--- config.mk ---
export PLATFORM = sky130hd
export DESIGN_NAME = uart_frame_loop
export DESIGN_NICKNAME = d
export VERILOG_FILES = /design/src/rtl/uart_frame_loop_pkg.sv /design/src/rtl/uart_frame_loop_fifo.sv /design/src/rtl/uart_frame_loop.sv
export SDC_FILE = /design/constraint.sdc
export NUM_CORES = 1
export LEC_CHECK = 0
export ABC_CLOCK_PERIOD_IN_PS = 12800
export BUFFER_PORTS_ARGS = -buffer_cell sky130_fd_sc_hd__buf_2
export CAP_MARGIN = 5
export CORE_MARGIN = 4
export CORE_UTILIZATION = 45
export CTS_CLUSTER_SIZE = 25
export DETAILED_ROUTE_END_ITERATION = 6
export GPL_ROUTABILITY_DRIVEN = 0
export SLEW_MARGIN = 20
export SYNTH_ARGS = -nofsm -noshare
export SYNTH_HDL_FRONTEND = slang
export SYNTH_SLANG_ARGS = --single-unit
--- constraint.sdc ---
create_clock -name sys_clk -period 12.8 [get_ports sys_clk]
set_input_delay 1.28 -clock sys_clk [delete_from_list [all_inputs] [get_ports sys_clk]]
set_output_delay 1.28 -clock sys_clk [all_outputs]
set_load 0.01 [all_outputs]
--- src/rtl/uart_frame_loop_pkg.sv ---
// Shared definitions for the UART frame loopback engine: mode codes,
// transmit FSM state encodings and counter widths.
package uart_frame_loop_pkg;

   typedef enum logic [1:0] {
      MODE_ECHO = 2'd0,
      MODE_REV  = 2'd1,
      MODE_INV  = 2'd2,
      MODE_SINK = 2'd3
   } mode_e;

   typedef enum logic [2:0] {
      IDLE      = 3'd0,
      LOAD      = 3'd1,
      START     = 3'd2,
      WAIT_BUSY = 3'd3,
      WAIT_DONE = 3'd4
   } state_e;

   localparam int CNT_W  = 12;
   localparam int DISP_W = 2 * CNT_W;

endpackage

--- src/rtl/uart_frame_loop_fifo.sv ---
// Synchronous frame FIFO with a combinational head output; a push into a
// full FIFO is accepted when a pop happens in the same cycle.
module frame_fifo #(
   parameter int WIDTH = 128,
   parameter int DEPTH = 4
) (
   input  logic                       clk,
   input  logic                       rst_n,
   input  logic                       push,
   input  logic                       pop,
   input  logic [WIDTH-1:0]           din,
   output logic [WIDTH-1:0]           dout,
   output logic                       full,
   output logic                       empty,
   output logic [$clog2(DEPTH):0]     level
);

   localparam int AW = $clog2(DEPTH);
   localparam int LW = AW + 1;

   logic [WIDTH-1:0] mem_q [DEPTH];
   logic [AW-1:0]    wr_ptr_q, wr_ptr_d;
   logic [AW-1:0]    rd_ptr_q, rd_ptr_d;
   logic [LW-1:0]    cnt_q, cnt_d;
   logic             push_ok, pop_ok;

   assign full    = (cnt_q == LW'(DEPTH));
   assign empty   = (cnt_q == '0);
   assign pop_ok  = pop && !empty;
   assign push_ok = push && (!full || pop_ok);
   assign dout    = mem_q[rd_ptr_q];
   assign level   = cnt_q;

   always_comb begin
      wr_ptr_d = wr_ptr_q;
      rd_ptr_d = rd_ptr_q;
      cnt_d    = cnt_q;
      if (push_ok) wr_ptr_d = wr_ptr_q + AW'(1);
      if (pop_ok)  rd_ptr_d = rd_ptr_q + AW'(1);
      case ({push_ok, pop_ok})
         2'b10:   cnt_d = cnt_q + LW'(1);
         2'b01:   cnt_d = cnt_q - LW'(1);
         default: cnt_d = cnt_q;
      endcase
   end

   always_ff @(posedge clk) begin
      if (!rst_n) begin
         wr_ptr_q <= '0;
         rd_ptr_q <= '0;
         cnt_q    <= '0;
      end else begin
         wr_ptr_q <= wr_ptr_d;
         rd_ptr_q <= rd_ptr_d;
         cnt_q    <= cnt_d;
      end
   end

   // Storage carries no reset; only the pointers decide what is valid.
   always_ff @(posedge clk) begin
      if (push_ok) mem_q[wr_ptr_q] <= din;
   end

endmodule

--- src/rtl/uart_frame_loop.sv ---
// Frame loopback: buffers received frames, transforms each by mode and
// hands it to the packet transmitter over a start/busy handshake.
module uart_frame_loop
   import uart_frame_loop_pkg::*;
#(
   parameter int PKT_BYTES = 16,
   parameter int DEPTH     = 4,
   parameter int BUSY_WAIT = 15
) (
   input  logic                        sys_clk,
   input  logic                        sys_rst_n,
   input  logic                        recv_done,
   input  logic [8*PKT_BYTES-1:0]      recv_data,
   input  logic                        tx_busy,
   input  logic [1:0]                  mode,
   output logic                        send_en,
   output logic [8*PKT_BYTES-1:0]      send_data,
   output logic [23:0]                 disp_data,
   output logic                        disp_en,
   output logic                        overflow,
   output logic [$clog2(DEPTH):0]      fifo_level
);

   localparam int W      = 8 * PKT_BYTES;
   localparam int WAIT_W = $clog2(BUSY_WAIT + 1);

   state_e              state_q, state_d;
   logic [W-1:0]        send_data_q, send_data_d;
   logic [CNT_W-1:0]    rx_cnt_q, rx_cnt_d;
   logic [CNT_W-1:0]    tx_cnt_q, tx_cnt_d;
   logic [WAIT_W-1:0]   wait_q, wait_d;
   logic [DISP_W-1:0]   disp_data_q;
   logic                disp_en_q;
   logic                overflow_q, overflow_d;

   logic [W-1:0]        fifo_dout;
   logic                fifo_full, fifo_empty, fifo_pop, push_accepted;

   function automatic logic [W-1:0] xform(input logic [W-1:0] f, input mode_e m);
      logic [W-1:0] r;
      r = f;
      case (m)
         MODE_REV: for (int i = 0; i < PKT_BYTES; i++) r[8*i +: 8] = f[8*(PKT_BYTES-1-i) +: 8];
         MODE_INV: r = ~f;
         default:  r = f;
      endcase
      return r;
   endfunction

   assign fifo_pop      = (state_q == LOAD);
   assign push_accepted = !fifo_full || (fifo_pop && !fifo_empty);

   frame_fifo #(
      .WIDTH (W),
      .DEPTH (DEPTH)
   ) u_fifo (
      .clk   (sys_clk),
      .rst_n (sys_rst_n),
      .push  (recv_done),
      .pop   (fifo_pop),
      .din   (recv_data),
      .dout  (fifo_dout),
      .full  (fifo_full),
      .empty (fifo_empty),
      .level (fifo_level)
   );

   always_comb begin
      state_d     = state_q;
      send_data_d = send_data_q;
      tx_cnt_d    = tx_cnt_q;
      wait_d      = wait_q;
      send_en     = 1'b0;
      case (state_q)
         IDLE:      if (!fifo_empty && !tx_busy) state_d = LOAD;
         LOAD: begin
            // Sink mode drains the head frame without touching send_data.
            if (mode_e'(mode) == MODE_SINK) begin
               state_d = IDLE;
            end else begin
               send_data_d = xform(fifo_dout, mode_e'(mode));
               state_d     = START;
            end
         end
         START: begin
            send_en  = 1'b1;
            tx_cnt_d = tx_cnt_q + CNT_W'(1);
            wait_d   = '0;
            state_d  = WAIT_BUSY;
         end
         WAIT_BUSY: begin
            if (tx_busy)                                state_d = WAIT_DONE;
            else if (wait_q == WAIT_W'(BUSY_WAIT - 1))  state_d = IDLE;
            else                                        wait_d  = wait_q + WAIT_W'(1);
         end
         WAIT_DONE: if (!tx_busy) state_d = IDLE;
         default:   state_d = IDLE;
      endcase
   end

   assign rx_cnt_d   = recv_done ? rx_cnt_q + CNT_W'(1) : rx_cnt_q;
   assign overflow_d = overflow_q | (recv_done & ~push_accepted);

   always_ff @(posedge sys_clk) begin
      if (!sys_rst_n) begin
         state_q     <= IDLE;
         send_data_q <= '0;
         rx_cnt_q    <= '0;
         tx_cnt_q    <= '0;
         wait_q      <= '0;
         disp_data_q <= '0;
         disp_en_q   <= 1'b0;
         overflow_q  <= 1'b0;
      end else begin
         state_q     <= state_d;
         send_data_q <= send_data_d;
         rx_cnt_q    <= rx_cnt_d;
         tx_cnt_q    <= tx_cnt_d;
         wait_q      <= wait_d;
         disp_data_q <= {rx_cnt_q, tx_cnt_q};
         disp_en_q   <= 1'b1;
         overflow_q  <= overflow_d;
      end
   end

   assign send_data = send_data_q;
   assign disp_data = disp_data_q;
   assign disp_en   = disp_en_q;
   assign overflow  = overflow_q;

endmodule

# After elaboration in Yosys (flattened, before gate mapping)
# Memories as Yosys holds them, arrays and structs flattened. A register that Yosys moved wholly into a read port is not among the register bits.
# Index checks and enable logic that the tools add are counted.
# classes
muxes	17
n_reduce_logical	14
bitwise_logic	5
add_sub_neg	7
n_eq_ne	16
# ops
cell	count
128-bit case mux with 2 select lines	1
128-bit inverter	1
12-bit by 1-bit adder with 12-bit output, second input constant	2
3-bit case mux with 5 select lines	1
3-bit two-way mux	4
4-bit two-way mux	2
2-bit inequality test, second input constant	4
4-bit case mux with 2 select lines	1
2-bit == test, second input constant	3
3-bit by 2-bit == test with 1-bit output, second input constant	2
3-bit == test, second input constant	2
3-bit logical NOT	2
2-bit two-way mux	3
3-bit case mux with 2 select lines	1
3-bit AND reduction	2
2-bit by 1-bit adder with 2-bit output, second input constant	2
4-bit by 1-bit adder with 4-bit output, second input constant	1
2-bit by 1-bit == test with 1-bit output, second input constant	2
4-bit == test, second input constant	1
1-bit two-way mux	4
2-bit nonzero test	2
3-bit by 1-bit adder with 3-bit output, second input constant	1
3-bit by 1-bit == test with 1-bit output, second input constant	1
1-bit logical AND	3
8 further kinds	11
# word_totals
n_memories	1
ramBits	512
output_inout_bits	158
reg_bits	192
in_bits	134
# memory_table
memory	words	width	rd	rd_clocked_by_memory_dff	wr	line_no	rtl
u_fifo.mem_q	4	128	1	1	1	uart_frame_loop_fifo.sv:21	logic [WIDTH-1:0] mem_q [DEPTH];

# Longest topological paths before layout
# Gate-level depths: netlist (run 1).
# depth
depth_word	7
depth_mapped	10
depth_no_buf	8

# Hierarchy
# From an unflattened synthesis (run 1), not the netlist that was laid out.
# hier_totals
hier_cells	1670
area_unflattened_um2	27644.0
# modules_own_cells
mod	area_per_inst_um2	instances	cells_per_inst	seq_area_each_um2
frame_fifo	19060.8	1	722	15554.9
uart_frame_loop	8583.2	1	948	3703.6

# Least setup slack after synthesis (run 1)
# No wires, ideal clock.
# synth_timing
path_type	input port to flip-flop
startpoint	in recv_done
endpoint	mem u_fifo.mem_q[0][0], enable pin
t_arrival_ns	4.998
n_path_buf	1
path_stages	4
path_slack_ns	7.300
setup_time_ns	0.502
path_cell_list	clkbuf_1 inv_1 a31oi_2 and2_1
# synth_between
elab_chain_len	3
# synth_rtl
element	line_no	rtl
from (decl)	uart_frame_loop.sv:12	input logic recv_done,
1-bit logical AND	uart_frame_loop_fifo.sv:30	assign push_ok = push && (!full || pop_ok);
1-bit two-way mux	uart_frame_loop_fifo.sv:61	if (push_ok) mem_q[wr_ptr_q] <= din;
1-bit two-way mux (implied by the code)	uart_frame_loop_fifo.sv:61	
to (decl)	uart_frame_loop_fifo.sv:21	
# Every way passes these cells.

==> impl_metrics.ini, run 1 <==
[clock_tree]
holdBufCountCts = 0
cts_buffers = 75
cts_tree = done
cts.clk_slew.worst_paths_ps = 60
postCtsSetupBuffers = 0
cts_max_level = 3
cts-resized-gates = 0
clkLatencyLatePin_ps = 620
clockBufferDepth = 3
cts_root_buf = clkbuf_16
cts.sinks = 706

[worst_setup_path]
crit_type = register to register
cp.required_ps = 13290
rr_worst_depth = 7
path_max_fanout = 80
cp-start-kind = register
cpMaxStageDelayCell = buf_4
cp_cell_sequence = buf_4, buf_4, buf_4, mux4_2, nand2_1, o21ai_0, a221o_1
max_stage_delay_ps = 970
worst_path_most_repeated_cell = buf_4
cp.arrival_ps = 5240
setup.worst_path.end_class = register

[power_and_ir_drop]
ir_worst_vdd_mv = 0.1055
p_per_area_nw_per_um2 = 156.7
power.leakage_nw = 11.95

[layout]
fin_area_sq_um = 33850
final_cell_mix = edfxtp_1 (512), buf_2 (290), dfxtp_1 (192)
final_common_cell = edfxtp_1
drive_gt1_share_pct = 32.03
nets = 2281
utilization_pct = 52.51
fin_cells = 3060
areaGrowthSynthToFinish_pct = 15.46
fill_cells = 5290

[synth]
syn_inst = 1892
yosys.area.top_type = edfxtp_1
synth_cell_types = 54
avgSynthCellArea_sq_um = 15.49
ys.flop_type = edfxtp_1
synthesis.nets = 2038
ys_top_cells_by_area = edfxtp_1 (52%), dfxtp_1 (13%), mux4_2 (9.8%), mux2_2 (5.0%), a221o_1 (2.2%)
yosysWarnings = 0
synth_seq_cells = 706
synth_top_area_share_pct = 52.45
ys_seq_area_share_pct = 65.69
synth-edff-count = 512
syn-cell-area_sq_um = 29320
ys_async_sr_fraction_pct = 0

[die]
row_count = 93
design.die.area_sq_um = 69290
coreArea_sq_um = 64460
die_width_microns = 263.2
start_util_pct = 45.48
fp.dieH_microns = 263.2
io_pins = 292

[placement]
dp.cells = 2913
placed_area_sq_um = 31460
port_buffers = 291
dp_hpwl_mm = 45.18

[grt]
grt_pass1_wl_mm = 116.8
overflow = 0
antenna_found_initial = 18
grt.total_usage_pct = 21.90
grt_pass1_vias = 18330
grt_max_degree = 93

[worst_hold_path]
worstHoldPathType = register to register
hold_path_depth = 2

[routing]
num_vias = 18340
postRouteAntennaNets = 0
drtIter0Drc = 1418
vias_per_cell = 5.992
wl_per_cell_microns = 25.56
totalWireLength_mm = 78.23
drc = 0
first_pass_iters = 6

[timing]
hold_viol_final = 0
tns_ps = 0
clock_skew_ps = 21.11
drv_slew = 0
tightestPinTransition_ps = 1185
setup_viol = 0
period_share_pct = 37.07
slew_headroom_pct = 20.98
fmax_ghz = 0.2107
period_needed_ps = 4745
rsz0062_at_grt = no

[job]
maxCapViolCount = 0

[outcome]
status = complete, no violations
sequential cells by signal, indices dropped and copies added, names as in the netlist, named ones only:
name	count
u_fifo.mem_q	512
send_data	128
disp_data	24
rx_cnt_q	12
tx_cnt_q	12
wait_q	4
state_q	3
u_fifo.level	3
u_fifo.rd_ptr_q	2
u_fifo.wr_ptr_q	2
disp_en	1
overflow	1
cells by family (layout without fill, tap and decap cells):
kind of cell             count (synthesis)  count (layout)  share of synthesized area, %
XOR/XNOR                                24              24                        0.7171
adder cells (fa/ha/maj)                 12              12                        0.5378
other                                    0               7                             0
multiplexers                           262             262                         14.96
flip-flops                             706             706                         65.69
AND/OR/NAND/NOR                        380             380                         7.102
AO/OA/AOI/OAI                          344             344                         8.502
buffers and inverters                  164             470                         2.488
per-stage QoR:
stage | power, mW | setup slack [ps] | hold WS (ps)
5_1_grt | 5.501 | 7801 | 490.8
3_3_place_gp | 3.259 | 8248 | 453.5
2_1_floorplan | 3.070 | 7300 | 444.5
6_report | 5.305 | 8055 | 469.1
4_1_cts | 5.349 | 8127 | 468.7
3_5_place_dp | 3.277 | 8129 | 460.7
final cells by class:
cell class	instances	area, sq um	area share [%]
clock inverters	29	234.0	0.6912
multi-input cells	1022	9393	27.75
inverters	12	45.04	0.1331
well taps	855	1070	3.160
clock buffers	111	2135	6.306
repair buffers	318	1689	4.990
diodes	7	17.52	0.05175
flip-flops and latches	706	19270	56.92
where the power goes:
part | switching [mW] | leakage [nW] | total [mW] | internal, mW
Sequential | 0.0697 | 6.27 | 2.67 | 2.60
Combinational | 0.335 | 4.52 | 0.559 | 0.224
Clock | 0.874 | 1.16 | 2.08 | 1.20
final timing paths:
path,from,end,slack (ps)
setup / recovery,register,send_data[86],8050
hold reg to reg,send_data[35],send_data[35],470
hold / removal,send_data[35],send_data[35],470
setup reg to reg,register,send_data[86],8050
layer usage:
metal  share of wire [%]  wire (microns)  global-route usage [%]  up-vias
met2                  48           37430                   35.70      669
met4                 1.7            1297                   5.526       10
met5               0.077              60                       0        -
li1                    -               -                       -     8053
met1                  43           33620                   30.41     9500
met3                 7.4            5811                   4.542      103
synth_stat cells (2+ instances only):
library cell	instances
xnor2_1	9
nor2_1	38
nand2_1	72
a21oi_1	7
o21ai_0	63
ha_1	11
xor2_1	15
clkbuf_1	82
nor2b_1	63
buf_1	30
dfxtp_1	194
o211a_1	2
nor3_1	7
nand3_1	73
mux4_2	128
nand2b_1	5
o22ai_1	66
inv_1	11
and4_1	3
mux2i_1	5
and2_1	27
a211oi_1	65
buf_4	3
o21ai_1	3
nor3b_1	2
mux2_2	129
a221o_1	64
edfxtp_1	512
buf_2	28
and3_1	73
buf_6	9
a31oi_1	2
o31ai_1	64
nand4_1	6
nor3b_4	2
critical path: cells and delay by family, from the launching register on:
kind	cells	cell delay (ps)
AOI/OAI and AO/OA	2	420
DFF	1	840
and+or+nand+nor	1	80
buffers and inverters	3	2630
muxes	1	420
No activity file was read; power rests on OpenSTA's default activity.
==> inputs of run 2 (changes only) <==
ABC_AREA = 1   (was not set)
ABC_CLOCK_PERIOD_IN_PS = 4700   (was 12800)
clock period = 4.7 ns   (was 12.8 ns; I/O delays follow)
==> run 2 against run 1 <==
- core utilization decreased by 0.065 points
- clock power increased to 2.9 times the previous value
- fmax up 72%
- die area is 0.51% higher
- combinational power rose to 5.6 times the previous value
- synthesized area up 0.52%
- routed wire length decreased by 1.4%
- global-route usage is 0.44 points lower
- cell area up 0.24%
- register-to-register slack worse by 6100 ps
- largest cell class unchanged
==> impl_metrics.ini, run 2 <==
[layout]
nets = 3348
fin_area_sq_um = 33930
fin_cells = 4146
final_cell_mix = nand2_1 (981), edfxtp_1 (512), buf_2 (290)
drive_gt1_share_pct = 13.89
largest_register_ffs = 512
utilization_pct = 52.44
final_common_cell = nand2_1
top_register = u_fifo.mem_q
areaGrowthSynthToFinish_pct = 15.14

[synth]
synth_top_area_share_pct = 52.17
synth_most_common_cell = nand2_1
ys_seq_area_share_pct = 65.35
avgSynthCellArea_sq_um = 9.839
syn_inst = 2995
synth_seq_cells = 706
yosysWarnings = 0
synthesis.nets = 3141
ys.flop_type = edfxtp_1
synth_common_cells = nand2_1 (981), edfxtp_1 (512), o21ai_1 (288)
synth-edff-count = 512
yosys.area.top_type = edfxtp_1
synth_cell_types = 31
syn-cell-area_sq_um = 29470
ys_top_cells_by_area = edfxtp_1 (52%), dfxtp_1 (13%), nand2_1 (12%), o21ai_1 (4.9%), nand3_1 (4.6%)
ys_async_sr_fraction_pct = 0

[timing]
setup_viol = 0
tns_ps = 0
slew_headroom_pct = 18.80
period_share_pct = 58.63
clock_skew_ps = 28.11
tightestPinTransition_ps = 1218
period_needed_ps = 2756
drv_slew = 0
hold_viol_final = 0
fmax_ghz = 0.3629
rsz0062_at_grt = no

[placement]
dp.cells = 3976
dp_hpwl_mm = 44.46
port_buffers = 291
placed_area_sq_um = 31300

[clock_tree]
postCtsSetupBuffers = 0
cts_buffers = 78
clockBufferDepth = 3
cts_max_level = 3
clkLatencyLatePin_ps = 630
cts_root_buf = clkbuf_16
cts-resized-gates = 0
cts.sinks = 706
cts.clk_slew.worst_paths_ps = 60
cts_tree = done
holdBufCountCts = 0

[routing]
wl_per_cell_microns = 18.60
postRouteAntennaNets = 0
vias_per_cell = 5.252
totalWireLength_mm = 77.11
drtIter0Drc = 1609
drc = 0
num_vias = 21770
first_pass_iters = 5

[worst_setup_path]
cp.arrival_ps = 3040
cp-start-kind = register
setup.worst_path.end_class = register
crit_type = register to register
path_max_fanout = 25
cp.required_ps = 4980

[power_and_ir_drop]
power.leakage_nw = 14.17
ir_worst_vdd_mv = 0.4170
p_per_area_nw_per_um2 = 494.6

[die]
start_util_pct = 45.55
die_width_microns = 263.9
row_count = 93
coreArea_sq_um = 64700
io_pins = 292
design.die.area_sq_um = 69640
fp.dieH_microns = 263.9

[grt]
grt_max_degree = 228
grt.total_usage_pct = 21.46
grt_pass1_vias = 20710
grt_pass1_wl_mm = 118.4
overflow = 0
antenna_found_initial = 30

[worst_hold_path]
worstHoldPathType = input port to register

[outcome]
status = complete, no violations

[job]
maxCapViolCount = 0
[run 2: cell count changes in the layout (fill, tap and decap cells not counted), moves of 66 or more]
cell     before  now
mux4_2      128    0
o22ai_1      66    0
a21oi_1       7  149
nand3_1      73  271
and3_1       72    1
nand2_1      71  981
mux2_2      129    0
inv_1        11  197
o21ai_1       3  288
[run 2: logic make-up (layout without fill, tap and decap cells)]
family / after synthesis / count (layout) / synth area share (%)
other: 0 / 23 / 0
AND/OR/NAND/NOR: 1321 / 1321 / 18.16
flip-flops: 706 / 706 / 65.35
XOR/XNOR: 3 / 3 / 0.08918
adder cells (fa/ha/maj): 12 / 12 / 0.5350
buffers and inverters: 398 / 671 / 6.420
AO/OA/AOI/OAI: 555 / 555 / 9.443
[run 2: metrics by stage]
| stage | total power, mW | hold slack (ps) | worst slack [ps] |
|---|---|---|---|
| 6_report | 16.78 | 61.15 | 1944 |
| 5_1_grt | 17.62 | 30.22 | 1750 |
| 4_1_cts | 16.92 | 27.08 | 1856 |
| 3_5_place_dp | 10.87 | 425.7 | 1851 |
| 3_3_place_gp | 10.79 | 420.0 | 1938 |
| 2_1_floorplan | 9.892 | 407.1 | -2093 |
[run 2: final timing paths]
check                     start                   end  slack, ps  cells past startpoint
setup / recovery     state_q[0]  u_fifo.mem_q[2][107]       1940                      5
hold / removal    recv_data[72]   u_fifo.mem_q[1][72]         60                      1
setup reg to reg     state_q[0]  u_fifo.mem_q[2][107]       1940                      5
hold reg to reg    rx_cnt_q[11]         disp_data[23]        430                      2
[run 2: power by group]
part | total (mW) | switching (mW) | internal [mW]
Combinational | 3.13 | 2.17 | 0.962
Sequential | 7.62 | 0.333 | 7.29
Clock | 6.03 | 2.47 | 3.56
[run 2: critical path: stages, from the launching register on]
cell and delay [ps]:
dfxtp_1 430, nand3_2 170, nand2_1 170, nand2_1 290, nor2_4 900, buf_4 430
[run 2: per-layer routing]
layer / part of all wire, % / routed length, microns / global-route usage, %
met1: 44 / 33750 / 29.28
met2: 47 / 35900 / 34.60
met3: 7.1 / 5498 / 4.666
met4: 2.4 / 1877 / 6.696
met5: 0.12 / 95 / 0
[run 2: layout make-up]
class	instances	area, sq um
Antenna cell	23	57.56
Clock buffer	119	2291
Sequential cell	706	19270
Multi-Input combinational cell	1891	8361
Inverter	207	797.0
Timing Repair Buffer	318	1824
Tap cell	855	1070
Fill cell	5807	30770
Clock inverter	27	262.8
